### config.mk
export PLATFORM = sky130hd
export DESIGN_NAME = eth_frame_detector_mem_arbiter
export DESIGN_NICKNAME = d
export VERILOG_FILES = /design/src/rtl/eth_frame_detector_mem_arbiter.sv
export SDC_FILE = /design/constraint.sdc
export NUM_CORES = 1
export LEC_CHECK = 0
export ABC_AREA = 1
export CAP_MARGIN = 15
export CORE_MARGIN = 10
export CORE_UTILIZATION = 47
export DETAILED_ROUTE_END_ITERATION = 12
export HOLD_SLACK_MARGIN = 0.1
export PLACE_DENSITY = 0.95
export SYNTH_ARGS = -nofsm -noshare
export SYNTH_HDL_FRONTEND = slang
export SYNTH_SLANG_ARGS = --single-unit
### constraint.sdc
create_clock -name clk -period 3.62 [get_ports clk]
set_input_delay 0.905 -clock clk [delete_from_list [all_inputs] [get_ports clk]]
set_output_delay 0.905 -clock clk [all_outputs]
set_load 0.01 [all_outputs]
### src/rtl/eth_frame_detector_mem_arbiter.sv
// Shares one pattern-memory BRAM port between the AXI bridge (port A, read/write) and the
// detector pattern-fetch engine (port B, read-only). B has priority; A overrides after MAX_WAIT.
module eth_frame_detector_mem_arbiter #(
  parameter int DATA_WIDTH = 32,
  parameter int ADDR_WIDTH = 11,
  parameter int RD_LATENCY = 2,
  parameter int MAX_WAIT   = 16
) (
  input  logic                  clk,
  input  logic                  rst_n,
  input  logic                  a_req,
  input  logic                  a_we,
  input  logic [ADDR_WIDTH-1:0] a_addr,
  input  logic [DATA_WIDTH-1:0] a_wdata,
  output logic                  a_ack,
  output logic [DATA_WIDTH-1:0] a_rdata,
  input  logic                  b_req,
  input  logic [ADDR_WIDTH-1:0] b_addr,
  output logic                  b_ack,
  output logic [DATA_WIDTH-1:0] b_rdata,
  output logic                  m_en,
  output logic                  m_we,
  output logic [ADDR_WIDTH-1:0] m_addr,
  output logic [DATA_WIDTH-1:0] m_wdata,
  input  logic [DATA_WIDTH-1:0] m_rdata,
  output logic                  busy
);

  typedef enum logic [1:0] {IDLE, ISSUE, WAIT, DONE} state_t;

  // WAIT is entered only for RD_LATENCY >= 2, so the load value never underflows.
  localparam logic [1:0] LAT_LOAD   = (RD_LATENCY >= 2) ? 2'(RD_LATENCY - 2) : 2'd0;
  localparam logic [7:0] WAIT_LIMIT = 8'(MAX_WAIT);

  state_t     state;
  logic       own_a;
  logic       own_we;
  logic [1:0] lat_cnt;
  logic [7:0] wait_cnt;

  logic elig_a;
  logic elig_b;
  logic grant_a;
  logic grant_b;

  // NOTE: every always_comb output gets a default first so no path can infer a latch.
  always_comb begin
    elig_a  = a_req && !a_ack;
    elig_b  = b_req && !b_ack;
    grant_a = 1'b0;
    grant_b = 1'b0;
    if (state == IDLE) begin
      if (elig_a && (!elig_b || wait_cnt >= WAIT_LIMIT)) grant_a = 1'b1;
      else if (elig_b)                                   grant_b = 1'b1;
    end
  end

  // NOTE: sequential state uses non-blocking assignments so every register samples pre-edge values.
  always_ff @(posedge clk or negedge rst_n) begin
    if (!rst_n) begin
      state    <= IDLE;
      own_a    <= 1'b0;
      own_we   <= 1'b0;
      lat_cnt  <= '0;
      wait_cnt <= '0;
      a_ack    <= 1'b0;
      b_ack    <= 1'b0;
      a_rdata  <= '0;
      b_rdata  <= '0;
      m_en     <= 1'b0;
      m_we     <= 1'b0;
      m_addr   <= '0;
      m_wdata  <= '0;
      busy     <= 1'b0;
    end else begin
      a_ack <= 1'b0;
      b_ack <= 1'b0;

      if (!a_req || grant_a)  wait_cnt <= '0;
      else if (wait_cnt != 8'hFF) wait_cnt <= wait_cnt + 8'd1;

      unique case (state)
        IDLE: begin
          if (grant_a || grant_b) begin
            own_a  <= grant_a;
            own_we <= grant_a && a_we;
            m_en   <= 1'b1;
            m_we   <= grant_a && a_we;
            m_addr <= grant_a ? a_addr : b_addr;
            if (grant_a) m_wdata <= a_wdata;
            busy   <= 1'b1;
            state  <= ISSUE;
          end
        end
        ISSUE: begin
          m_en <= 1'b0;
          m_we <= 1'b0;
          if (own_we || RD_LATENCY == 1) begin
            state <= DONE;
          end else begin
            lat_cnt <= LAT_LOAD;
            state   <= WAIT;
          end
        end
        WAIT: begin
          if (lat_cnt == 2'd0) state   <= DONE;
          else                 lat_cnt <= lat_cnt - 2'd1;
        end
        DONE: begin
          if (own_a) begin
            a_ack <= 1'b1;
            if (!own_we) a_rdata <= m_rdata;
          end else begin
            b_ack   <= 1'b1;
            b_rdata <= m_rdata;
          end
          busy  <= 1'b0;
          state <= IDLE;
        end
        default: state <= IDLE;
      endcase
    end
  end

endmodule
==> results by group, run 1 <==
Floorplanning
  – Chip width: 126 um
  – Full die area: 15800 um2
  – Starting Density: 48.3%
  – Core area: 10900 um2
  – FP Rows: 38
  – Die Ht: 126 um
  – # IOs: 203

Run status
  – Status: finished, final reports clean

Global route
  – Overall Global Routing Usage: 21.3%
  – Antenna violations before repair: 0
  – Largest net degree at the start of global routing: 66
  – Vias in the first global route: 5109
  – Global-route wire length before repair: 27200 um
  – Remaining global-route overflow: 0

Worst setup path
  – Crit path max-delay family: buffers and inverters
  – CP max stage cell: clkdlybuf4s50_1
  – Startpoint types: register
  – Reg2Reg Depth: 8
  – WP data arrival: 1.49 ns
  – Max stage delay on crit path: 0.58 ns
  – Setup Crit Path Kind: reg2out
  – Crit. End Element: primary output
  – Critical-path cell list: clkdlybuf4s50_1
  – Buf/Inv on CP: 1
  – Worst Path Required: 2.71 ns
  – Worst Path Max Fanout: 2
  – Crit path depth: 1

Layout
  – Area growth, synth to finish: 52.3%
  – Inserted Diodes: 0
  – Nets: 897
  – FILL cells: 733
  – Layout cells sized above 1: 5.79%

Pwr
  – Gate power share: 41.0%
  – Tot Pwr: 7.19 mW
  – Leakage: 3.97 nW
  – VDD IR-drop max: 0.634 mV
  – Share of total power in the clock network: 25.0%
  – Power per cell area: 899 nW/um2
  – Internal power: 4.67 mW
  – Net Switching: 2.52 mW
  – Net Sw Frac: 35.1%
  – Reg power frac: 34.0%

Logic synthesis
  – Syn Nets: 699
  – Synth Area in Adders: 1.67%
  – Synthesized area: 5260 um2
  – Xor/xnor share of the synthesized area: 0.333%
  – Multiplexer share of the synthesized area: 0%
  – Flop and latch count out of synthesis: 126
  – Seq/Total Area, Yosys: 60.0%
  – Syn Area/Cell: 8.75 um2
  – Yosys cell types: 25
  – Post-Synth Simple-Gate Area: 22.2%
  – Cells after Synth: 601
  – Ys Warns: 0
  – Largest family of logic cells by synthesized area: simple AND/OR/NAND/NOR gates
  – Post-synthesis compound-gate area fraction: 7.73%

Timing
  – Fin crit share: 66.1%
  – Final setup violation count: 0
  – Final hold violations: 0
  – Final worst slack: 1.23 ns
  – RSZ-0062 raised after global routing: false
  – Setup Skew: 0.00836 ns
  – Slew HR: 29.4%
  – Fin. max-slew vios: 0
  – Worst Max-Slew Pin Slew: 1.06 ns
  – Final min period: 2.39 ns
  – Setup TNS: 0 ns
  – Fmax: 0.418 GHz

Clocking
  – Maximum root-to-sink buffer count: 2
  – Clk Latency, worst-skew pair: 0.51 ns
  – CTS root buf: clkbuf_8
  – Post-cts sizing count: 0
  – CTS sink count: 126
  – Hold_buf cts: 0
  – CTS tree: yes
  – CTS H-Tree Depth: 4
  – Total CTS buffers: 17
  – Post-CTS setup buffers: 0
  – CTS clock-pin slew for the worst setup and hold paths: 0.06 ns

Route
  – WL/cell: 17.9 um
  – Number of vias per cell: 5.17
  – Routed WL: 17000 um
  – Initial drt markers: 467
  – Vias: 4920
  – Pre-antenna DRT Iters: 5
  – Antenna Nets Post-Route: 0
  – Residual DRC: 0

Placed design
  – Pre-CTS setup slack: 0.772 ns
  – Gpl congestion: 0.834
  – Dpl hpwl: 12000 um
  – Port Buffers: 202

Run
  – Max Cap Violations: 0

Worst hold path
  – Min-Delay Path Class: in2async
## power groups by stage
stage	sequential, mW	clock [mW]	combinational (mW)
CTS	2.44	1.82	3.00
global route	2.52	1.89	3.25
floorplan	2.67	0	0.963
global placement	2.40	0	2.83
detailed placement	2.43	0	2.94
finish	2.44	1.80	2.95
## state kept, by name (all words and copies together), names as in the netlist
| signal | cells |
|---|---|
| a_rdata | 32 |
| b_rdata | 32 |
| own_we | 1 |
| wait_cnt | 8 |
| lat_cnt | 2 |
| busy | 1 |
| m_we | 1 |
| state | 2 |
| m_addr | 11 |
| a_ack | 1 |
| m_en | 1 |
| b_ack | 1 |
| m_wdata | 32 |
| own_a | 1 |
## final timing paths
| check | start | to | slack, ns |
|---|---|---|---|
| max | a_rdata[16]$_DFFE_PN0P_ | a_rdata[16] | 1.23 |
| min | rst_n | b_rdata[0]$_DFFE_PN0P_ | 0.45 |
| max reg2reg | state[0]$_DFFE_PN0P_ | m_wdata[17]$_DFFE_PN0P_ | 1.49 |
| min reg2reg | m_wdata[28]$_DFFE_PN0P_ | m_wdata[28]$_DFFE_PN0P_ | 0.47 |
| max in group asynchronous | rst_n | a_ack$_DFF_PN0_ | 2.35 |
| min in group clk | m_wdata[28]$_DFFE_PN0P_ | m_wdata[28]$_DFFE_PN0P_ | 0.47 |
## layout by cell type, fill, tap and decap left out, drive strengths merged
master	n
nand3	67
o211ai	1
nor2	10
clkinv	4
buf	6
nor3	1
o21ai	71
o21bai	1
xor2	1
clkdlybuf4s50	201
bufinv	4
clkbuf	19
a21oi	4
xnor2	1
nand4	4
nand2	197
o211a	1
inv	80
ha	7
clkinvlp	4
or2	1
o22ai	1
dfrtp	126
## cells in the mapped netlist
library cell	instances	area (um2)
nand3_2	2	20.0
inv_1	78	293
o22ai_1	1	6.26
clkbuf_1	12	45.0
nand3_1	65	325
dfrtp_1	126	3150
o21ai_0	71	355
o21bai_1	1	7.51
buf_6	1	11.3
nand4_1	4	25.0
buf_4	1	7.51
clkinv_2	1	5.00
nand2_2	3	18.8
buf_1	4	15.0
or2_2	1	6.26
nor2_1	10	37.5
a21oi_1	4	20.0
xnor2_1	1	8.76
o211ai_1	1	7.51
nand2_1	194	728
buf_2	10	50.1
ha_1	7	87.6
o211a_1	1	10.0
xor2_1	1	8.76
nor3_1	1	5.00
## per-layer routing
| metal | part of all wire [%] | global-route usage (%) | wire length [um] | vias to the layer above |
|---|---|---|---|---|
| li1 | - | - | - | 2282 |
| met1 | 38 | 24.4 | 6470 | 2364 |
| met2 | 48 | 33.6 | 8120 | 245 |
| met3 | 12 | 10.7 | 2110 | 29 |
| met4 | 1.9 | 7.70 | 315 | 0 |
| met5 | 0 | 0 | 0 | - |
## layout make-up
class	count	area [um2]	share of cell area [%]
clock buffers	19	442	5.52
clock inverters	13	186	2.33
inverters	79	298	3.72
multi-input cells	368	1680	21.0
flip-flops and latches	126	3150	39.4
well taps	140	175	2.19
repair buffers	207	2070	25.8
## through the flow
step / cell area (um2) / hold WS [ns] / std cells / util (%)
CTS: 8010 / 0.463 / 952 / 73.5
global route: 8010 / 0.477 / 952 / 73.5
detailed placement: 7380 / 0.459 / 920 / 67.8
global placement: 7380 / 0.453 / 920 / 67.8
finish: 8010 / 0.448 / 952 / 73.5
floorplan: 5260 / 0.451 / 601 / -
## kinds of logic (layout without fill, tap and decap cells)
logic type,count (synthesis),in the layout
adder cells (fa/ha/maj),7,7
AO/OA/AOI/OAI,79,79
buffers and inverters,107,318
XOR/XNOR,2,2
AND/OR/NAND/NOR,280,280
flip-flops,126,126
No activity file was read; power rests on OpenSTA's default activity.
==> inputs of run 2 (changes only) <==
--- a/config.mk
+++ b/config.mk
@@ -8,10 +8,10 @@
 export ABC_AREA = 1
 export CAP_MARGIN = 15
 export CORE_MARGIN = 10
-export CORE_UTILIZATION = 47
+export CORE_UTILIZATION = 44
 export DETAILED_ROUTE_END_ITERATION = 12
 export HOLD_SLACK_MARGIN = 0.1
-export PLACE_DENSITY = 0.95
+export PLACE_DENSITY = 0.91
 export SYNTH_ARGS = -nofsm -noshare
 export SYNTH_HDL_FRONTEND = slang
 export SYNTH_SLANG_ARGS = --single-unit
==> constraint.sdc (replaced) <==
create_clock -name clk -period 2.4 [get_ports clk]
set_input_delay 0.6 -clock clk [delete_from_list [all_inputs] [get_ports clk]]
set_output_delay 0.6 -clock clk [all_outputs]
set_load 0.01 [all_outputs]
==> run 2 against run 1 <==
Cell count increased by 0.95%. Sequential power up 50%. Non-clock buffer count grew 6. Sequential share of layout area down 0.35 points. Global-route usage fell by 0.63 points. Clock-buffer cell count fell by 2. Critical path type unchanged. Largest power group unchanged. Clock skew is essentially flat. Core utilization decreased by 3.7 points. Routed wire length increased by 0.25%. Critical endpoint is now a_rdata[15]. Largest cell class unchanged. Highest routed layer is now met5. Register-to-register slack got worse by 0.81 ns.
==> results by group, run 2 (synthesis results as in run 1) <==
Worst setup path
  – Worst Path Max Fanout: 2 (unchanged)
  – Crit path max-delay family: buffers and inverters
  – Crit. End Element: primary output
  – Setup Crit Path Kind: reg2out
  – Startpoint types: register
  – Worst Path Required: 1.80 ns (-0.91 ns)
  – CP max stage cell: clkdlybuf4s50_1
  – Crit path depth: 1 (unchanged)
  – Max stage delay on crit path: 0.56 ns (-0.02 ns)
  – WP data arrival: 1.37 ns (-0.12 ns)
  – Critical-path cell list: clkdlybuf4s50_1
  – Reg2Reg Depth: 8 (unchanged)
  – Buf/Inv on CP: 1 (unchanged)

Clocking
  – CTS clock-pin slew for the worst setup and hold paths: 0.06 ns (about the same)
  – Maximum root-to-sink buffer count: 2 (unchanged)
  – Post-CTS setup buffers: 0 (unchanged)
  – CTS sink count: 126 (unchanged)
  – Hold_buf cts: 0 (unchanged)
  – Post-cts sizing count: 0 (unchanged)
  – Total CTS buffers: 17 (unchanged)
  – CTS tree: yes
  – Clk Latency, worst-skew pair: 0.42 ns (-0.09 ns)
  – CTS root buf: clkbuf_16
  – CTS H-Tree Depth: 4 (unchanged)

Layout
  – Inserted Diodes: 0 (unchanged)
  – Area growth, synth to finish: 53.7%
  – Register area: 3150 um2 (unchanged)
  – Commonest non-fill, non-tap cell in the layout: clkdlybuf4s50_1
  – Layout cells sized above 1: 6.48% (+0.69 points)
  – Multi-input logic area: 1680 um2 (unchanged)
  – FILL cells: 836 (+14%)
  – Most frequent cells in the layout: clkdlybuf4s50_1 (201), nand2_1 (192), dfrtp_1 (126), inv_1 (78), o21ai_0 (71)
  – Largest regs: a_rdata x32, b_rdata x32, m_wdata x32
  – Nets: 903 (+0.67%)

Route
  – Vias: 4878 (-0.85%)
  – WL/cell: 17.8 um (-0.69%)
  – Initial drt markers: 366 (-22%)
  – Routed WL: 17100 um (+0.25%)
  – Pre-antenna DRT Iters: 5 (unchanged)
  – Residual DRC: 0 (unchanged)
  – Antenna Nets Post-Route: 0 (unchanged)
  – Number of vias per cell: 5.08 (-1.8%)

Floorplanning
  – Chip width: 129 um (+2.8%)
  – Full die area: 16700 um2 (+5.7%)
  – # IOs: 203 (unchanged)
  – Starting Density: 45.5% (-2.8 points)
  – FP Rows: 39 (+2.6%)
  – Die Ht: 129 um (+2.8%)
  – Core area: 11600 um2 (+6.2%)

Global route
  – Grt peak-use layer: met2
  – Largest net degree at the start of global routing: 66 (unchanged)
  – Met2 Resource Use GR: 34.1% (+0.54 points)
  – Global-route wire length before repair: 26800 um (-1.5%)
  – Antenna violations before repair: 1 (+1)
  – Met3 usage: 10.4% (-0.34 points)
  – Remaining global-route overflow: 0 (unchanged)
  – Vias in the first global route: 5258 (+2.9%)
  – Overall Global Routing Usage: 20.6% (-0.63 points)
  – GRT met1 Usage: 21.7% (-2.7 points)

Placed design
  – Port Buffers: 202 (unchanged)
  – Dpl hpwl: 12300 um (+2.7%)
  – Gpl congestion: 0.849 (+1.9%)

Timing
  – Slew HR: 61.6% (+32 points)
  – Final hold violations: 0 (unchanged)
  – Fin crit share: 82.3%
  – Fmax: 0.506 GHz
  – RSZ-0062 raised after global routing: false
  – Final min period: 1.97 ns
  – Fin. max-slew vios: 0 (unchanged)
  – Setup Skew: 0.00869 ns (+0.000335 ns)
  – Final setup violation count: 0 (unchanged)
  – Worst Max-Slew Pin Slew: 0.576 ns (-0.480 ns)
  – Setup TNS: 0 ns (unchanged)

Pwr
  – Leakage: 4.00 nW (+0.70%)
  – VDD IR-drop max: 0.939 mV (+48%)
  – Power per cell area: 1330 nW/um2 (+48%)
  – Tot Pwr: 10.7 mW (+49%)

Worst hold path
  – Min-Delay Path Class: in2async

Run status
  – Status: finished, final reports clean

Run
  – Max Cap Violations: 0 (unchanged)
==> run 2: changes by cell type in the layout (fill, tap and decap cells not counted), sizes merged <==
cell / change
inv: +1
clkinv: +2
buf: +6
clkinvlp: +1
bufinv: -2
clkbuf: -2
==> run 2: worst paths after layout <==
check                      slack (ns)                     from                      end
hold / removal                   0.18                    rst_n  b_rdata[20]$_DFFE_PN0P_
setup reg to reg                 0.68     state[0]$_DFFE_PN0P_  wait_cnt[2]$_DFFE_PN0P_
setup / recovery                 0.43  a_rdata[15]$_DFFE_PN0P_              a_rdata[15]
hold reg to reg                  0.47  m_wdata[10]$_DFFE_PN0P_  m_wdata[10]$_DFFE_PN0P_
min in group clk                 0.47  m_wdata[10]$_DFFE_PN0P_  m_wdata[10]$_DFFE_PN0P_
max in group asynchronous        1.62                    rst_n  m_wdata[20]$_DFFE_PN0P_
==> run 2: stage by stage <==
step                      setup slack (ns)  std cells  hold slack (ns)  area (um2)  utilization (%)
after CTS                            0.396        961            0.181        8080             69.9
after detailed placement             0.343        929            0.457        7490             64.8
after global routing                 0.365        961            0.191        8080             69.9
final                                0.425        961            0.176        8080             69.9
after floorplan                      0.985        601            0.304        5260                -
after global placement               0.402        929            0.453        7490             64.8
==> run 2: layout make-up <==
| cell class | count | area share [%] |
|---|---|---|
| Inverter | 79 | 3.69 |
| Multi-Input combinational cell | 368 | 20.8 |
| Tap cell | 143 | 2.21 |
| Clock inverter | 15 | 2.03 |
| Clock buffer | 17 | 5.27 |
| Timing Repair Buffer | 213 | 26.9 |
| Sequential cell | 126 | 39.0 |
==> run 2: where the power goes <==
group | total (mW) | internal (mW) | switching, mW
Sequential | 3.66 | 3.09 | 0.574
Clock | 2.53 | 1.54 | 0.993
Combinational | 4.54 | 2.29 | 2.26
==> run 2: metal layers <==
| metal | vias to the layer above | routed length [um] |
|---|---|---|
| li1 | 2292 | - |
| met5 | - | 13 |
| met2 | 252 | 8130 |
| met3 | 41 | 2300 |
| met4 | 2 | 486 |
| met1 | 2291 | 6130 |
